### src/rtl/writeback_arbiter_if.sv
// Bundle of request, handshake and register-file write signals for writeback_arbiter.
// The master side drives requests and Stall. The slave side is the arbiter.
interface writeback_arbiter_if;
   logic        MemValid;
   logic [4:0]  MemRd;
   logic [63:0] MemData;
   logic        MemReady;
   logic        AluValid;
   logic [4:0]  AluRd;
   logic [63:0] AluData;
   logic        AluReady;
   logic        Stall;
   logic [4:0]  RW;
   logic [63:0] BusW;
   logic        RegWr;
   logic [31:0] Pending;
   logic [3:0]  Count;

   modport master (
      output MemValid, MemRd, MemData, AluValid, AluRd, AluData, Stall,
      input  MemReady, AluReady, RW, BusW, RegWr, Pending, Count
   );

   modport slave (
      input  MemValid, MemRd, MemData, AluValid, AluRd, AluData, Stall,
      output MemReady, AluReady, RW, BusW, RegWr, Pending, Count
   );
endinterface

### src/rtl/writeback_arbiter.sv
// Arbitrates load and ALU results into an in-order write queue that drains to one register-file port.
// Loads win ties. Writes to register 31 are accepted and then dropped.
module writeback_arbiter #(
   parameter int DEPTH = 4
) (
   input logic                CLK,
   input logic                Reset_L,
   writeback_arbiter_if.slave bus
);
   localparam int         AW        = (DEPTH > 1) ? $clog2(DEPTH) : 1;
   localparam logic [3:0] DEPTH_CNT = 4'(DEPTH);
   localparam logic [4:0] ZERO_REG  = 5'd31;

   typedef logic [AW-1:0] ptr_t;

   logic [4:0]  queue_rd   [DEPTH];
   logic [63:0] queue_data [DEPTH];

   ptr_t        head_reg;
   ptr_t        tail_reg;
   logic [3:0]  count_reg;
   logic [4:0]  rw_reg;
   logic [63:0] busw_reg;
   logic        regwr_reg;

   logic             not_full;
   logic             mem_acc;
   logic             alu_acc;
   logic             enq;
   logic             deq;
   logic [4:0]       acc_rd;
   logic [63:0]      acc_data;
   logic [DEPTH-1:0] entry_valid;
   logic [31:0]      pending;

   // Readiness ignores any dequeue in the same cycle, so a full queue never passes a request through.
   assign not_full = Reset_L && (count_reg < DEPTH_CNT);
   assign mem_acc  = bus.MemValid && not_full;
   assign alu_acc  = bus.AluValid && not_full && !bus.MemValid;
   assign acc_rd   = mem_acc ? bus.MemRd : bus.AluRd;
   assign acc_data = mem_acc ? bus.MemData : bus.AluData;
   assign enq      = (mem_acc || alu_acc) && (acc_rd != ZERO_REG);
   assign deq      = !bus.Stall && (count_reg != 4'd0);

   assign bus.MemReady = not_full;
   assign bus.AluReady = not_full && !bus.MemValid;
   assign bus.RW       = rw_reg;
   assign bus.BusW     = busw_reg;
   assign bus.RegWr    = regwr_reg;
   assign bus.Count    = count_reg;
   assign bus.Pending  = pending;

   always_ff @(posedge CLK) begin
      if (enq) begin
         queue_rd[tail_reg]   <= acc_rd;
         queue_data[tail_reg] <= acc_data;
      end
   end

   always_ff @(posedge CLK or negedge Reset_L) begin
      if (!Reset_L) begin
         head_reg  <= '0;
         tail_reg  <= '0;
         count_reg <= '0;
         rw_reg    <= '0;
         busw_reg  <= '0;
         regwr_reg <= 1'b0;
      end else begin
         if (enq) tail_reg <= tail_reg + 1'b1;
         if (deq) head_reg <= head_reg + 1'b1;
         case ({enq, deq})
            2'b10:   count_reg <= count_reg + 4'd1;
            2'b01:   count_reg <= count_reg - 4'd1;
            default: count_reg <= count_reg;
         endcase
         regwr_reg <= deq;
         if (deq) begin
            rw_reg   <= queue_rd[head_reg];
            busw_reg <= queue_data[head_reg];
         end
      end
   end

   // A slot is live when its distance from the head is below the occupancy.
   genvar gi;
   generate
      for (gi = 0; gi < DEPTH; gi++) begin : g_valid
         ptr_t offset;
         assign offset          = ptr_t'(gi) - head_reg;
         assign entry_valid[gi] = {{(4-AW){1'b0}}, offset} < count_reg;
      end
   endgenerate

   always_comb begin
      pending = '0;
      for (int i = 0; i < DEPTH; i++) begin
         if (entry_valid[i]) pending[queue_rd[i]] = 1'b1;
      end
      if (regwr_reg) pending[rw_reg] = 1'b1;
      pending[31] = 1'b0;
   end
endmodule
### src/flat_wrapper.sv
// flat-port wrapper written by rule: the top's interface ports become plain ports
module writeback_arbiter_flat 
#(
   parameter int DEPTH = 4
)
  (CLK, Reset_L, bus_MemValid, bus_MemRd, bus_MemData, bus_AluValid, bus_AluRd, bus_AluData, bus_Stall, bus_MemReady, bus_AluReady, bus_RW, bus_BusW, bus_RegWr, bus_Pending, bus_Count);
  writeback_arbiter_if bus_i ();
  input logic CLK;
  input logic Reset_L;
  input wire logic [$bits(bus_i.MemValid)-1:0] bus_MemValid;
  input wire logic [$bits(bus_i.MemRd)-1:0] bus_MemRd;
  input wire logic [$bits(bus_i.MemData)-1:0] bus_MemData;
  input wire logic [$bits(bus_i.AluValid)-1:0] bus_AluValid;
  input wire logic [$bits(bus_i.AluRd)-1:0] bus_AluRd;
  input wire logic [$bits(bus_i.AluData)-1:0] bus_AluData;
  input wire logic [$bits(bus_i.Stall)-1:0] bus_Stall;
  output wire logic [$bits(bus_i.MemReady)-1:0] bus_MemReady;
  output wire logic [$bits(bus_i.AluReady)-1:0] bus_AluReady;
  output wire logic [$bits(bus_i.RW)-1:0] bus_RW;
  output wire logic [$bits(bus_i.BusW)-1:0] bus_BusW;
  output wire logic [$bits(bus_i.RegWr)-1:0] bus_RegWr;
  output wire logic [$bits(bus_i.Pending)-1:0] bus_Pending;
  output wire logic [$bits(bus_i.Count)-1:0] bus_Count;
  assign bus_i.MemValid = bus_MemValid;
  assign bus_i.MemRd = bus_MemRd;
  assign bus_i.MemData = bus_MemData;
  assign bus_i.AluValid = bus_AluValid;
  assign bus_i.AluRd = bus_AluRd;
  assign bus_i.AluData = bus_AluData;
  assign bus_i.Stall = bus_Stall;
  assign bus_MemReady = bus_i.MemReady;
  assign bus_AluReady = bus_i.AluReady;
  assign bus_RW = bus_i.RW;
  assign bus_BusW = bus_i.BusW;
  assign bus_RegWr = bus_i.RegWr;
  assign bus_Pending = bus_i.Pending;
  assign bus_Count = bus_i.Count;
  writeback_arbiter #(.DEPTH(DEPTH)) u_core (.CLK(CLK), .Reset_L(Reset_L), .bus(bus_i));
endmodule
### config.mk
export PLATFORM = sky130hd
export DESIGN_NAME = writeback_arbiter_flat
export DESIGN_NICKNAME = d
export VERILOG_FILES = /design/src/rtl/writeback_arbiter_if.sv /design/src/rtl/writeback_arbiter.sv /design/src/flat_wrapper.sv
export SDC_FILE = /design/constraint.sdc
export NUM_CORES = 1
export LEC_CHECK = 0
export BUFFER_PORTS_ARGS = -buffer_cell sky130_fd_sc_hd__buf_2
export CAP_MARGIN = 20
export CORE_ASPECT_RATIO = 1.5
export CORE_UTILIZATION = 57
export DETAILED_ROUTE_END_ITERATION = 16
export PLACE_DENSITY_LB_ADDON = 0.15
export SLEW_MARGIN = 10
export SYNTH_ARGS = -nofsm -noshare
export SYNTH_HDL_FRONTEND = slang
export SYNTH_SLANG_ARGS = --single-unit
### constraint.sdc
create_clock -name CLK -period 4.5 [get_ports CLK]
set_clock_uncertainty 0.1 [all_clocks]
set_input_delay 1.125 -clock CLK [delete_from_list [all_inputs] [get_ports CLK]]
set_output_delay 1.125 -clock CLK [all_outputs]
set_load 0.1 [all_outputs]
==> reports/qor.yml, run 1 <==
setup_path:
  worstPathCellList: "xnor2_1 -> inv_1 -> ha_1 -> or3b_4 -> a311oi_4 -> a32oi_1 -> nand2_1 -> buf_12"
  critPathMaxStageDelay_ns: 0.58
  arrival_ns: 3.14
  cp_top_family: "compound AO/OA/AOI/OAI gates"
  crit_buf_inv: 2
  critPathRequiredTime_ns: 3.27
  critPathSlowestCell: "a311oi_4"
  start_kind: "register"
  endpoint_kind: "output pin"
  crit_type: "register to output pin"
  crit_path_max_fanout: 12
sta:
  setup_ws_ns: 0.136
  period_needed_ns: 4.36
  finalHoldViolCount: 0
  slew_headroom_pct: 34.9
  rsz0062_at_grt: "false"
  setup-tns-final_ns: 0
  holdWs_ns: 0.347
  final_max_slew_viol_count: 0
  setup_viol_count_final: 0
  worstMarginPinSlew_ns: 0.977
  period_share_pct: 97.0
  clock.fmax_mhz: 229
logic_synthesis:
  synth.largest_area_cell: "edfxtp_1"
  synth_flop_cell: "edfxtp_1"
  async_reset_ff_share_pct: 22.0
  synth_edf_count: 276
  yosysWarnings: 0
  synth_fp_nets: 1059
  ys_seq_area_share_pct: 66.0
  synth.distinct_cells: 44
  ys_seq_elements: 354
  syn_avg_cell_area_um2: 17.2
  yosys-top-cells-area: "edfxtp_1, dfrtp_1, mux2_2, mux4_2, nand3_1"
  syn_area_mm2: 0.0155
  synth_top_area_share_pct: 53.4
  synth_cells: 904
routing:
  dr.pass1.iters: 5
  drt-wirelength-per-cell_um: 23.2
  drtIter0Drc: 539
  ant_nets: 0
  viasPerCell: 6.11
  routed-via-count: 9255
  route.detailed.drc: 0
  routed_wl_mm: 35.1
finish:
  mostFrequentLayoutCells: "edfxtp_1, buf_2, mux2_2, dfrtp_1, mux4_2"
  fin_area_mm2: 0.0187
  n_fill_cell: 1782
  nets: 1308
  multi_input_area_mm2: 0.00504
  final_layout_size_suffix_gt1_share_pct: 46.2
  seqCellArea_mm2: 0.0102
  diodes: 0
  largest_reg_flops: 256
  mostFrequentLayoutCell: "edfxtp_1"
  syn_to_final_growth_pct: 20.3
  largest-register: "u_core.queue_data"
cts:
  cts_buffers: 31
  clkTransAtPathRegs_ns: 0.07
  cts.path.max_buffers: 3
  clock_latency_ns: 0.57
  cts_sinks: 354
  cts_tree: "built"
  cts-root-buf: "clkbuf_16"
  htreeDepth: 1
placement:
  dpl.hpwl_mm: 23.1
  postPlaceCellArea_mm2: 0.0176
  gp_congestion: 0.987
  dp_worst_setup_slack_ns: 0.635
  port_buffers: 249
floorplanning:
  dieWidth_um: 137
  row_count: 73
  die_area_mm2: 0.0279
  ios: 251
  core_area_mm2: 0.0267
  start_util_pct: 58.2
  die_h_um: 204
worst_hold_path:
  hp-class: "input pin to asynchronous set/reset pin"
grt:
  grt_pass1_wl_mm: 54.0
  grt_pass1_vias: 9516
  grt_antenna_before_repair: 0
  gr-total-overflow: 0
  grt_max_degree: 73
  grt_use_total_pct: 26.2
power:
  power_density_mw_per_mm2: 750
  p_leak_nw: 6.81
  peakVddDrop_uv: 658
  total_power_mw: 14.0
run_status:
  status: "finished clean"
run:
  maxCapViolations: 0
## cell families after synthesis
family / count (synthesis) / synth area share (%)
fa+ha+maj: 12 / 1.02
flops: 354 / 66.0
simple gates: 178 / 6.11
buf+inv: 65 / 1.87
mux: 208 / 20.1
other cells: 1 / 0.0242
xor+xnor: 6 / 0.339
compound gates: 80 / 4.59
## Yosys cell counts (all sizes together) (2+ instances only)
library cell	instances
buf	31
a221oi	8
and2	6
or3	2
xnor2	4
nor3	5
a21oi	16
nand2b	2
xor2	2
edfxtp	276
a311oi	9
and3	7
nor2b	4
dfrtp	78
a31oi	10
nand3b	7
nor3b	13
or2	3
or3b	6
ha	11
nor2	42
a22oi	16
nand2	21
and3b	5
inv	16
clkbuf	18
a32oi	15
mux2	139
nand3	53
o21ai	4
mux4	69
## final timing paths
check	cells after the start	slack (ns)	end	from
setup reg to reg	9	1.18	u_core.bus.Count[3]	u_core.bus.Count[3]
min in group CLK	1	0.40	u_core.bus.BusW[60]	u_core.bus.BusW[60]
setup / recovery	8	0.14	bus_Pending[2]	u_core.head_reg[1]
hold / removal	1	0.35	u_core.bus.BusW[4]	Reset_L
max in group asynchronous	2	2.64	u_core.head_reg[0]	Reset_L
hold reg to reg	1	0.40	u_core.bus.BusW[60]	u_core.bus.BusW[60]
## repair_timing
action	in CTS	in global routing
gates resized for setup	0	1
setup buffers	0	2
hold buffers	0	0
endpoints found under the setup margin	0	13
## power by group
group | internal, mW | total, mW | switching [mW]
clock network | 1.46 | 2.60 | 1.14
logic | 1.91 | 6.81 | 4.90
registers | 4.23 | 4.60 | 0.366
total | 7.60 | 14.0 | 6.40
## worst reg2reg max path, stage by stage (launching register included)
cell	delay, ns
dfrtp_1	0.44
nor2_4	0.58
and2_1	0.27
a32o_1	0.45
inv_1	0.09
ha_1	0.28
ha_1	0.30
a21oi_1	0.22
o21ai_0	0.14
o311ai_0	0.33
## cell type report
class	instances	share of cell area, %
inverters	16	0.322
clock inverters	17	0.905
flip-flops and latches	354	54.9
well taps	337	2.26
repair buffers	265	10.3
multi-input cells	485	27.0
clock buffers	40	4.39
## layer usage
metal	GRT usage, %	share of wire (%)	up-vias
met3	3.75	5.6	106
met2	47.4	53	364
li1	-	-	4112
met1	31.1	37	4673
met4	10.8	3.6	0
met5	0	0	-
## metrics by stage
stage | instances | utilization [%]
global placement | 1454 | 66.0
detailed placement | 1454 | 66.0
CTS | 1511 | 69.8
floorplan | 904 | -
finish | 1514 | 70.0
global route | 1514 | 70.0
Note: power is estimated with default switching activity, not from simulation.
==> run 2, diff against run 1 <==
Settings changed: RECOVER_POWER set to 50.
==> run 2 against run 1 <==
The run now ends with capacitance limit, slew limit left. Worst hold slack gained 0.059 ns. Final cell count stayed put. Total power down 0.85%. Worst setup slack gained 0.012 ns. Critical path depth is the same. Count of clock-buffer cells in the layout unchanged. Maximum frequency rose by 0.27%. Via count down 0.16%. Register-to-register slack got worse by 0.67 ns. Sequential share of layout area rose by 0.45 points. Sequential cell count is the same. Utilization decreased by 0.57 points. Largest cell class unchanged. Highest routed layer unchanged.
==> reports/qor.yml, run 2 (synthesis results as in run 1) <==
run_status:
  status: "finished with violations"
  violations: "capacitance limit, slew limit"
finish:
  mostFrequentLayoutCell: "edfxtp_1"
  largest-register: "u_core.queue_data"
  diodes: 0
  nets: 1308
  mostFrequentLayoutCells: "edfxtp_1, buf_2, mux2_2, clkbuf_1, dfrtp_1"
  largest_reg_flops: 256
  syn_to_final_growth_pct: 19.3
  final_layout_size_suffix_gt1_share_pct: 37.5
  fin_area_mm2: 0.0185
sta:
  holdWs_ns: 0.406
  final_max_slew_viol_count: 186
  worstMarginPinSlew_ns: 1.83
  setup_viol_count_final: 0
  period_share_pct: 96.7
  setup-tns-final_ns: 0
  clock.fmax_mhz: 230
  finalHoldViolCount: 0
  setup_ws_ns: 0.148
  rsz0062_at_grt: "false"
  slew_headroom_pct: -22.0
  period_needed_ns: 4.35
grt:
  grt_max_degree: 73
  gr-total-overflow: 0
  grt_antenna_before_repair: 0
  grt_pass1_vias: 9516
  grt_use_total_pct: 26.2
  grt_pass1_wl_mm: 54.0
setup_path:
  critPathMaxStageDelay_ns: 0.58
  worstPathCellList: "xnor2_1 -> inv_1 -> ha_1 -> or3b_4 -> a311oi_4 -> a32oi_1 -> nand2_1 -> buf_12"
  reg2reg_depth: 5
  r2r_slack_ns: 0.51
  endpoint_kind: "output pin"
  crit_type: "register to output pin"
  r2r-start: "u_core.bus.Count[3]"
  crit_path_max_fanout: 12
  arrival_ns: 3.13
  critPathSlowestCell: "a311oi_4"
  setup.worst_path.start: "u_core.head_reg[1]"
  start_kind: "register"
  critPathRequiredTime_ns: 3.27
  worstReg2RegEnd: "u_core.bus.BusW[8]"
cts:
  clkTransAtPathRegs_ns: 0.06
  htreeDepth: 1
  cts-root-buf: "clkbuf_16"
  cts_tree: "built"
  cts_sinks: 354
  cts_buffers: 31
  cts.path.max_buffers: 3
  clock_latency_ns: 0.57
worst_hold_path:
  hp-class: "register to register"
  min_from: "u_core.bus.BusW[60]"
  min_to: "u_core.bus.BusW[60]"
  worstHoldPathCells: 1
power:
  power_density_mw_per_mm2: 750
  peakVddDrop_uv: 639
  p_leak_nw: 6.59
  total_power_mw: 13.9
routing:
  routed_wl_mm: 35.1
  drt-wirelength-per-cell_um: 23.2
  route.detailed.drc: 0
  ant_nets: 0
  dr.pass1.iters: 8
  routed-via-count: 9240
  drtIter0Drc: 524
  viasPerCell: 6.10
floorplanning:
  row_count: 73
  start_util_pct: 58.2
  die_h_um: 204
  core_area_mm2: 0.0267
  ios: 251
  dieWidth_um: 137
  die_area_mm2: 0.0279
placement:
  port_buffers: 249
  dp_worst_setup_slack_ns: 0.635
  gp_congestion: 0.987
  dpl.hpwl_mm: 23.1
  postPlaceCellArea_mm2: 0.0176
run:
  maxCapViolations: 3
## run 2: cell types whose count changed in the layout (fill, tap and decap cells not counted), moves of 4 or more
cell	before	now
mux2_2	139	114
buf_2	217	143
clkbuf_1	8	84
mux2_1	0	25
buf_4	11	7
and2_2	0	4
and2_4	4	0
## run 2: power breakdown
group | total, mW | switching [mW] | internal, mW | leakage (nW)
Clock | 2.59 | 1.13 | 1.46 | 0.481
Sequential | 4.61 | 0.376 | 4.23 | 3.41
Combinational | 6.68 | 4.89 | 1.79 | 2.70
Total | 13.9 | 6.40 | 7.49 | 6.59
## run 2: worst max-delay path, delay by kind of cell, from the launching register on
| family | cells | cell delay (ns) |
|---|---|---|
| and+or+nand+nor | 2 | 0.60 |
| DFF | 1 | 0.57 |
| adders and majority gates | 1 | 0.18 |
| buffers and inverters | 2 | 0.26 |
| AOI/OAI and AO/OA | 2 | 0.70 |
| xor gates and xnor gates | 1 | 0.24 |
## run 2: repair_timing
action | in CTS | in global routing
resized for setup | 0 | 1
buffers inserted | 0 | 2
hold endpoints to repair | 0 | 0
hold buffers | 0 | 0
setup endpoints to repair | 0 | 13
## run 2: routing by layer
layer  global-route usage (%)  wire length [µm]
met5                        0                 0
met4                     10.8              1230
met3                     3.75              2040
met2                     47.4             18800
met1                     31.1             13000
## run 2: through the flow
step	utilization (%)	instances
2_1_floorplan	-	904
3_5_place_dp	66.0	1454
6_report	69.4	1514
3_3_place_gp	66.0	1454
4_1_cts	69.8	1511
5_1_grt	69.4	1514
## run 2: worst max path at each step
stage,depth (start not counted),end,slack (ns)
after CTS,8,bus_Pending[16],0.02
after floorplan,6,bus_Pending[0],0.006
final,8,bus_Pending[10],0.15
after global routing,8,bus_Pending[14],0.02
after global placement,8,bus_Pending[16],0.70
after detailed placement,8,bus_Pending[16],0.63
## run 2: cell type report
type | instances | area, µm²
fill | 1836 | 8150
sequential | 354 | 10200
timing repair buffer | 265 | 1790
multi-input combinational | 485 | 5010
inverter | 16 | 60.1
clock inverter | 17 | 169
tap | 337 | 422
clock buffer | 40 | 820
